`src/rtl/demux_pkg.sv`:
```
// ============================================================================
//  Module   : demux_pkg
//  Brief    : Shared state encoding and counter width for the 1-to-2 stream demux.
//  Revision : 1.0  initial release
// ============================================================================
`default_nettype none

package demux_pkg;

   typedef enum logic [1:0] {
      ST_EMPTY = 2'd0,
      ST_A     = 2'd1,
      ST_B     = 2'd2
   } state_t;

   localparam int CNT_W = 16;

endpackage

`default_nettype wire

```
`src/rtl/demux1to2_slice.sv`:
```
// ============================================================================
//  Module   : demux1to2_slice
//  Brief    : Combinational 1-bit steer: d goes to ya when sel=0, to yb when sel=1.
//  Revision : 1.0  initial release
// ============================================================================
`default_nettype none

module demux1to2_slice (
   input  logic d,
   input  logic sel,
   output logic ya,
   output logic yb
);

   assign ya = d & ~sel;
   assign yb = d &  sel;

endmodule

`default_nettype wire

```
`src/rtl/demux1to2_nbit_stream.sv`:
```
// ============================================================================
//  Module   : demux1to2_nbit_stream
//  Brief    : Registered 1-to-2 valid/ready stream demux with a single-entry
//             output stage. Define DEMUX_CNT_EN to add saturating per-port
//             transfer counters (cnt_a, cnt_b).
//  Revision : 1.0  initial release
// ============================================================================
`default_nettype none

module demux1to2_nbit_stream
   import demux_pkg::*;
#(
   parameter int N = 1
) (
   input  logic             clk,
   input  logic             rst_n,
   input  logic             in_valid,
   output logic             in_ready,
   input  logic [N-1:0]     in_data,
   input  logic             s,
   output logic             a_valid,
   input  logic             a_ready,
   output logic [N-1:0]     a_data,
   output logic             b_valid,
   input  logic             b_ready,
   output logic [N-1:0]     b_data
`ifdef DEMUX_CNT_EN
   ,
   output logic [CNT_W-1:0] cnt_a,
   output logic [CNT_W-1:0] cnt_b
`endif
);

   state_t       r_state;
   state_t       w_state_nxt;
   logic [N-1:0] r_data;
   logic         w_in_xfer;
   logic         w_sel;
   logic         w_busy;
   logic [N-1:0] w_ya;
   logic [N-1:0] w_yb;

   // Ready depends only on the held word's consumer, never on in_valid/in_data/s.
   assign in_ready  = rst_n & ((r_state == ST_EMPTY) |
                               ((r_state == ST_A) & a_ready) |
                               ((r_state == ST_B) & b_ready));
   assign w_in_xfer = in_valid & in_ready;

   always_comb begin
      w_state_nxt = r_state;
      case (r_state)
         ST_EMPTY: w_state_nxt = ST_EMPTY;
         ST_A:     if (a_ready) w_state_nxt = ST_EMPTY;
         ST_B:     if (b_ready) w_state_nxt = ST_EMPTY;
         default:  w_state_nxt = ST_EMPTY;
      endcase
      if (w_in_xfer) begin
         w_state_nxt = s ? ST_B : ST_A;
      end
   end

   always_ff @(posedge clk or negedge rst_n) begin
      if (!rst_n) begin
         r_state <= ST_EMPTY;
         r_data  <= '0;
      end else begin
         r_state <= w_state_nxt;
         if (w_in_xfer) begin
            r_data <= in_data;
         end
      end
   end

   assign w_sel  = (r_state == ST_B);
   assign w_busy = (r_state == ST_A) | (r_state == ST_B);

   for (genvar i = 0; i < N; i++) begin : g_slice
      demux1to2_slice u_slice (
         .d   (r_data[i]),
         .sel (w_sel),
         .ya  (w_ya[i]),
         .yb  (w_yb[i])
      );
   end

   // Gating keeps an idle port at zero rather than showing the last word.
   assign a_data  = w_ya & {N{w_busy}};
   assign b_data  = w_yb & {N{w_busy}};
   assign a_valid = (r_state == ST_A);
   assign b_valid = (r_state == ST_B);

`ifdef DEMUX_CNT_EN
   logic [CNT_W-1:0] r_cnt_a;
   logic [CNT_W-1:0] r_cnt_b;

   always_ff @(posedge clk or negedge rst_n) begin
      if (!rst_n) begin
         r_cnt_a <= '0;
         r_cnt_b <= '0;
      end else begin
         if (a_valid && a_ready && (r_cnt_a != {CNT_W{1'b1}})) begin
            r_cnt_a <= r_cnt_a + 1'b1;
         end
         if (b_valid && b_ready && (r_cnt_b != {CNT_W{1'b1}})) begin
            r_cnt_b <= r_cnt_b + 1'b1;
         end
      end
   end

   assign cnt_a = r_cnt_a;
   assign cnt_b = r_cnt_b;
`endif

endmodule

`default_nettype wire

```
`config.mk`:
```
export PLATFORM = sky130hd
export DESIGN_NAME = demux1to2_nbit_stream
export DESIGN_NICKNAME = d
export VERILOG_FILES = /design/src/rtl/demux_pkg.sv /design/src/rtl/demux1to2_slice.sv /design/src/rtl/demux1to2_nbit_stream.sv
export SDC_FILE = /design/constraint.sdc
export NUM_CORES = 1
export LEC_CHECK = 0
export ABC_AREA = 1
export CORE_AREA = 2 2 39 41
export CTS_BUF_LIST = sky130_fd_sc_hd__clkbuf_8
export CTS_CLUSTER_SIZE = 25
export DETAILED_ROUTE_END_ITERATION = 8
export DIE_AREA = 0 0 41 43
export GPL_ROUTABILITY_DRIVEN = 0
export PLACE_DENSITY = 0.52
export SYNTH_ARGS = -nofsm -noshare
export SYNTH_HDL_FRONTEND = slang
export SYNTH_HIERARCHICAL = 1
export SYNTH_SLANG_ARGS = --single-unit
export TNS_END_PERCENT = 20
```
`constraint.sdc`:
```
create_clock -name clk -period 1.3 [get_ports clk]
set_input_delay 0.195 -clock clk [delete_from_list [all_inputs] [get_ports clk]]
set_output_delay 0.195 -clock clk [all_outputs]
set_load 0.02 [all_outputs]
```
Word level (Yosys, flattened, before mapping)
Cells that the tools add are included.
Operators by class
  equal/unequal tests: 4
  muxes and demuxes: 5
  bitwise logic cells: 12
  reduce and logical (&&, ||, !) cells: 2
Operators with widths (count)
  $and A1 B1 Y1: 8
  $mux W2: 4
  $pmux W2 S2: 1
  $ne A3 B1 Y1 const B: 1
  $ne A3 B3 Y1 const B: 1
  $or A1 B1 Y1: 3
  $eq A2 B1 Y1 const B: 1
  $eq A2 B2 Y1 const B: 1
  $logic_not A2 Y1: 1
  $reduce_and A2 Y1: 1
  $not A1 Y1: 1
Word-level totals
  flip-flop bits (word level): 3
  bits of input ports: 7
  output and inout port bits: 5
  logic and storage cells: 25

Logic depth before layout (Yosys ltp)
  word-level depth: 8
  gate-level depth with buffers: 8
  mapped depth without buffers: 8

Cells and area by module
Netlist, hierarchy kept.
Modules (own cells, without submodules)
  demux1to2_nbit_stream: times used 1, cells an instance 35, area each 242.7 µm², seq. area each 75.1 µm²
  demux1to2_slice: times used 1, cells an instance 4, area each 17.5 µm², seq. area each 0.0 µm²

Worst setup path after synthesis
OpenSTA, ideal clock, no wires.
  kind: reg-to-output
  start: register r_state[0]
  end: output in_ready
  arrival: 1.158 ns
  required time: 1.105 ns
  path slack: -0.053 ns
  cell stages (with the launch flop): 7
  path buffers: 0
  cells stage by stage: dfrtp_1 inv_1 ha_1 nand2_1 nand3_2 nand2_1 inv_1
On the way
  elaborated cells between the ends (all ways): 8
  classes of those cells: 2 x eq/ne; 5 x bitwise; 1 x reduce/logical
RTL lines
  start, declared: RTL line demux1to2_nbit_stream.sv:34  | state_t r_state;
  start signal, assigned: RTL line demux1to2_nbit_stream.sv:67  | r_state <= w_state_nxt;
  $eq A2 B2 Y1
  named net b_valid: RTL line demux1to2_nbit_stream.sv:24  | output logic b_valid,
  $and A1 B1 Y1: RTL line demux1to2_nbit_stream.sv:46  | ((r_state == ST_B) & b_ready));
  $or A1 B1 Y1: RTL line demux1to2_nbit_stream.sv:45  | ((r_state == ST_A) & a_ready) |
  $and A1 B1 Y1: RTL line demux1to2_nbit_stream.sv:44  | assign in_ready = rst_n & ((r_state == ST_EMPTY) |
  end, declared: RTL line demux1to2_nbit_stream.sv:18  | output logic in_ready,
The timed path passes the listed nets, and every way through them passes these cells.

Worst setup path in the final report
  start: register r_state[0]
  end: output in_ready
On the way
  longest elaborated chain between the ends: 5
  elaborated cells between the ends (all ways): 8
  classes of those cells: 2 x eq/ne; 5 x bitwise; 1 x reduce/logical
Ends and longest elaborated chain (RTL line)
  $eq A2 B1 Y1: demux1to2_nbit_stream.sv:45
  $and A1 B1 Y1: demux1to2_nbit_stream.sv:45
  $or A1 B1 Y1: demux1to2_nbit_stream.sv:44
  $or A1 B1 Y1 (*): demux1to2_nbit_stream.sv:45
  $and A1 B1 Y1 (*): demux1to2_nbit_stream.sv:44
Mark *: on every way between the ends. The rest lies on a longest branch, timed or not.

==> metrics.csv <==
stage,metric,value,unit
run_status,status,"complete, but fails checks",
run_status,violations,setup timing,
die,start_util,18.8,%
die,die_width,41,µm
power,net-switching-power,0.150,mW
power,p_total,0.551,mW
timing,rsz0062_at_grt,yes,
setup_path,required,1.11,ns
setup_path,endpoint_kind,output port,
cells_and_area,num_antenna_cells,0,
logic_synthesis,avgSynthCellArea,6.67,µm²
global_routing,first_global_vias,256,
logic_synthesis,yosysSeqAreaShare,28.8,%
die,die_h,43,µm
cells_and_area,final_cells,75,
cells_and_area,fin_nets,70,
cells_and_area,syn_to_final_growth,108,%
clocking,cts_hold_buffers,0,
setup_path,startpoint,r_state[0],
timing,period_needed,1.41,ns
timing,setup-violations-final,4,
power,p_per_area,1020,nW/µm²
global_routing,grt_max_degree,6,
setup_path,crit_type,flop to output port,
timing,max_slew_margin,89.9,%
cells_and_area,nFillCells,142,
die,rows,14,
setup_path,startpoint_type,flop,
logic_synthesis,synth_nets,49,
placement,pre_cts_slack,-0.420,ns
power,peakVddDrop,0.549,mV
clocking,cts_max_path_buffers,2,
logic_synthesis,yosys.cell_types.count,10,
clocking,htreeDepth,1,
setup_path,arrival,1.21,ns
power,p_leak,0.281,nW
global_routing,grt_pass1_wl,952,µm
detailed_routing,wire_per_inst,6.97,µm
detailed_routing,drt_iter0_markers,0,
power,p_clk_share,46.1,%
timing,drv_slew,0,
clocking,cts_tree,built,
timing,hold_slack,0.309,ns
run,max-cap-violations,0,
cells_and_area,drive_above_1_share,49.2,%
power,p_comb_share,32.8,%
logic_synthesis,syn-cell-area,260,µm²
clocking,clk_latency,0.21,ns
clocking,cts.sinks,3,
power,p_seq_share,21.1,%
timing,tightest_slew,0.151,ns
placement,dpl.cell_count,71,
timing,finalClockSkew,0.000131,ns
power,p_int,0.402,mW
setup_path,r2r_start,r_state[0],
setup_path,worstPathMaxFanout,2,
logic_synthesis,yosys.area.top_type,dfrtp_1,
logic_synthesis,ys_seq_elements,3,
global_routing,antenna_found_initial,0,
detailed_routing,drt_wl_total,523,µm
placement,io_buffers,11,
logic_synthesis,synthCells,39,
power,switching_share,27.1,%
logic_synthesis,yosysWarnings,6,
clocking,path_clk_slew,0.03,ns
global_routing,overflow,0,
detailed_routing,num_vias,278,
detailed_routing,dr.pass1.iters,1,
global_routing,grt_usage,7.96,%
timing,hold_viol_final,0,
die,pin_count,12,
die,dieArea,1760,µm²
timing,finalCritPeriodShare,108,%
timing,fin_ws,-0.105,ns
detailed_routing,drc,0,
die,coreArea,1380,µm²
detailed_routing,vias_per_cell,3.71,
clocking,cts_buffers,3,
logic_synthesis,synth_area_leaders,"dfrtp_1 (29%), inv_1 (19%), nand2_1 (19%)",
timing,setup_tns,-0.236,ns
clocking,root_buffer,clkbuf_8,
timing,max_freq,0.712,GHz
worst_hold_path,hold_class,input port to asynchronous set/reset pin,
logic_synthesis,synthDominantCellAreaShare,28.8,%
detailed_routing,antenna_left,0,
==> power groups by stage <==
stage / clock network, mW / logic [mW] / registers, mW
2_1_floorplan: 0 / 0.0762 / 0.113
6_report: 0.254 / 0.181 / 0.116
3_5_place_dp: 0 / 0.149 / 0.114
5_1_grt: 0.267 / 0.202 / 0.118
4_1_cts: 0.259 / 0.173 / 0.115
3_3_place_gp: 0 / 0.148 / 0.114
==> cell usage in the layout, fill, tap and decap left out <==
cell type        synthesis  routed
dfrtp_1                  3       3
o21ai_2                  1       1
ha_4                     0       3
inv_2                    0       5
nand4_1                  1       1
nor2_1                   1       1
buf_6                    0       7
nor2_2                   1       1
nand3_4                  0       1
clkbuf_8                 0       3
buf_4                    0       3
nand2_1                 13       9
clkdlybuf4s50_1          0       6
o21ai_1                  1       1
nand3_2                  2       1
inv_1                   13       9
nand2_2                  0       4
==> sequential cells by signal, summed over array words and instances (netlist names) <==
register,flops
r_state,2
r_data,1
==> synthesized netlist by cell type <==
library cell,count
nand4_1,1
o21ai_2,1
inv_1,13
o21ai_1,1
nand3_2,2
ha_1,3
dfrtp_1,3
nor2_1,1
nand2_1,13
nor2_2,1
==> through the flow <==
| step | utilization [%] | area, µm² |
|---|---|---|
| floorplan | - | 265 |
| global placement | 31.3 | 433 |
| detailed placement | 31.3 | 433 |
| CTS | 37.4 | 518 |
| global route | 39.2 | 542 |
| finish | 39.2 | 542 |
==> per-layer routing <==
layer	vias up	wire, µm	GRT usage [%]
met5	-	0	0
met4	0	0	4.00
met3	0	40	1.57
met2	8	264	12.5
met1	117	217	9.74
li1	153	-	-
==> repair_timing <==
action	in CTS	in global routing
endpoints found under the setup margin	6	8
gates resized for setup	38	8
pin swaps	5	3
buffers inserted	0	0
==> cell type report <==
| cell class | instances | area (µm²) | share of cell area [%] |
|---|---|---|---|
| multi-input combinational | 23 | 191 | 35.3 |
| timing repair buffer | 16 | 161 | 29.8 |
| sequential | 3 | 75.1 | 13.9 |
| inverter | 13 | 48.8 | 9.01 |
| clock buffer | 3 | 41.3 | 7.62 |
| tap | 16 | 20.0 | 3.70 |
| clock inverter | 1 | 3.75 | 0.693 |
==> critical path, stage by stage (launching register included) <==
cell,delay [ns]
dfrtp_1,0.38
buf_6,0.13
ha_4,0.15
nand2_2,0.05
nand3_2,0.07
nand2_2,0.07
inv_2,0.03
buf_6,0.12
==> final timing paths <==
check	end	cells past startpoint	slack, ns
setup / recovery	in_ready	7	-0.11
hold / removal	r_state[0]	2	0.31
setup reg to reg	r_state[0]	9	0.05
hold reg to reg	r_data	2	0.54
max in group asynchronous	r_data	2	0.88
min in group clk	r_data	3	0.53
==> kinds of logic (layout without fill, tap and decap cells) <==
family | Yosys count | in the layout | synth area share, %
AND/OR/NAND/NOR | 18 | 18 | 32.7
buffers and inverters | 13 | 33 | 18.8
adder cells (fa/ha/maj) | 3 | 3 | 14.4
flip-flops | 3 | 3 | 28.8
AO/OA/AOI/OAI | 2 | 2 | 5.29
No activity file was read; power rests on OpenSTA's default activity.
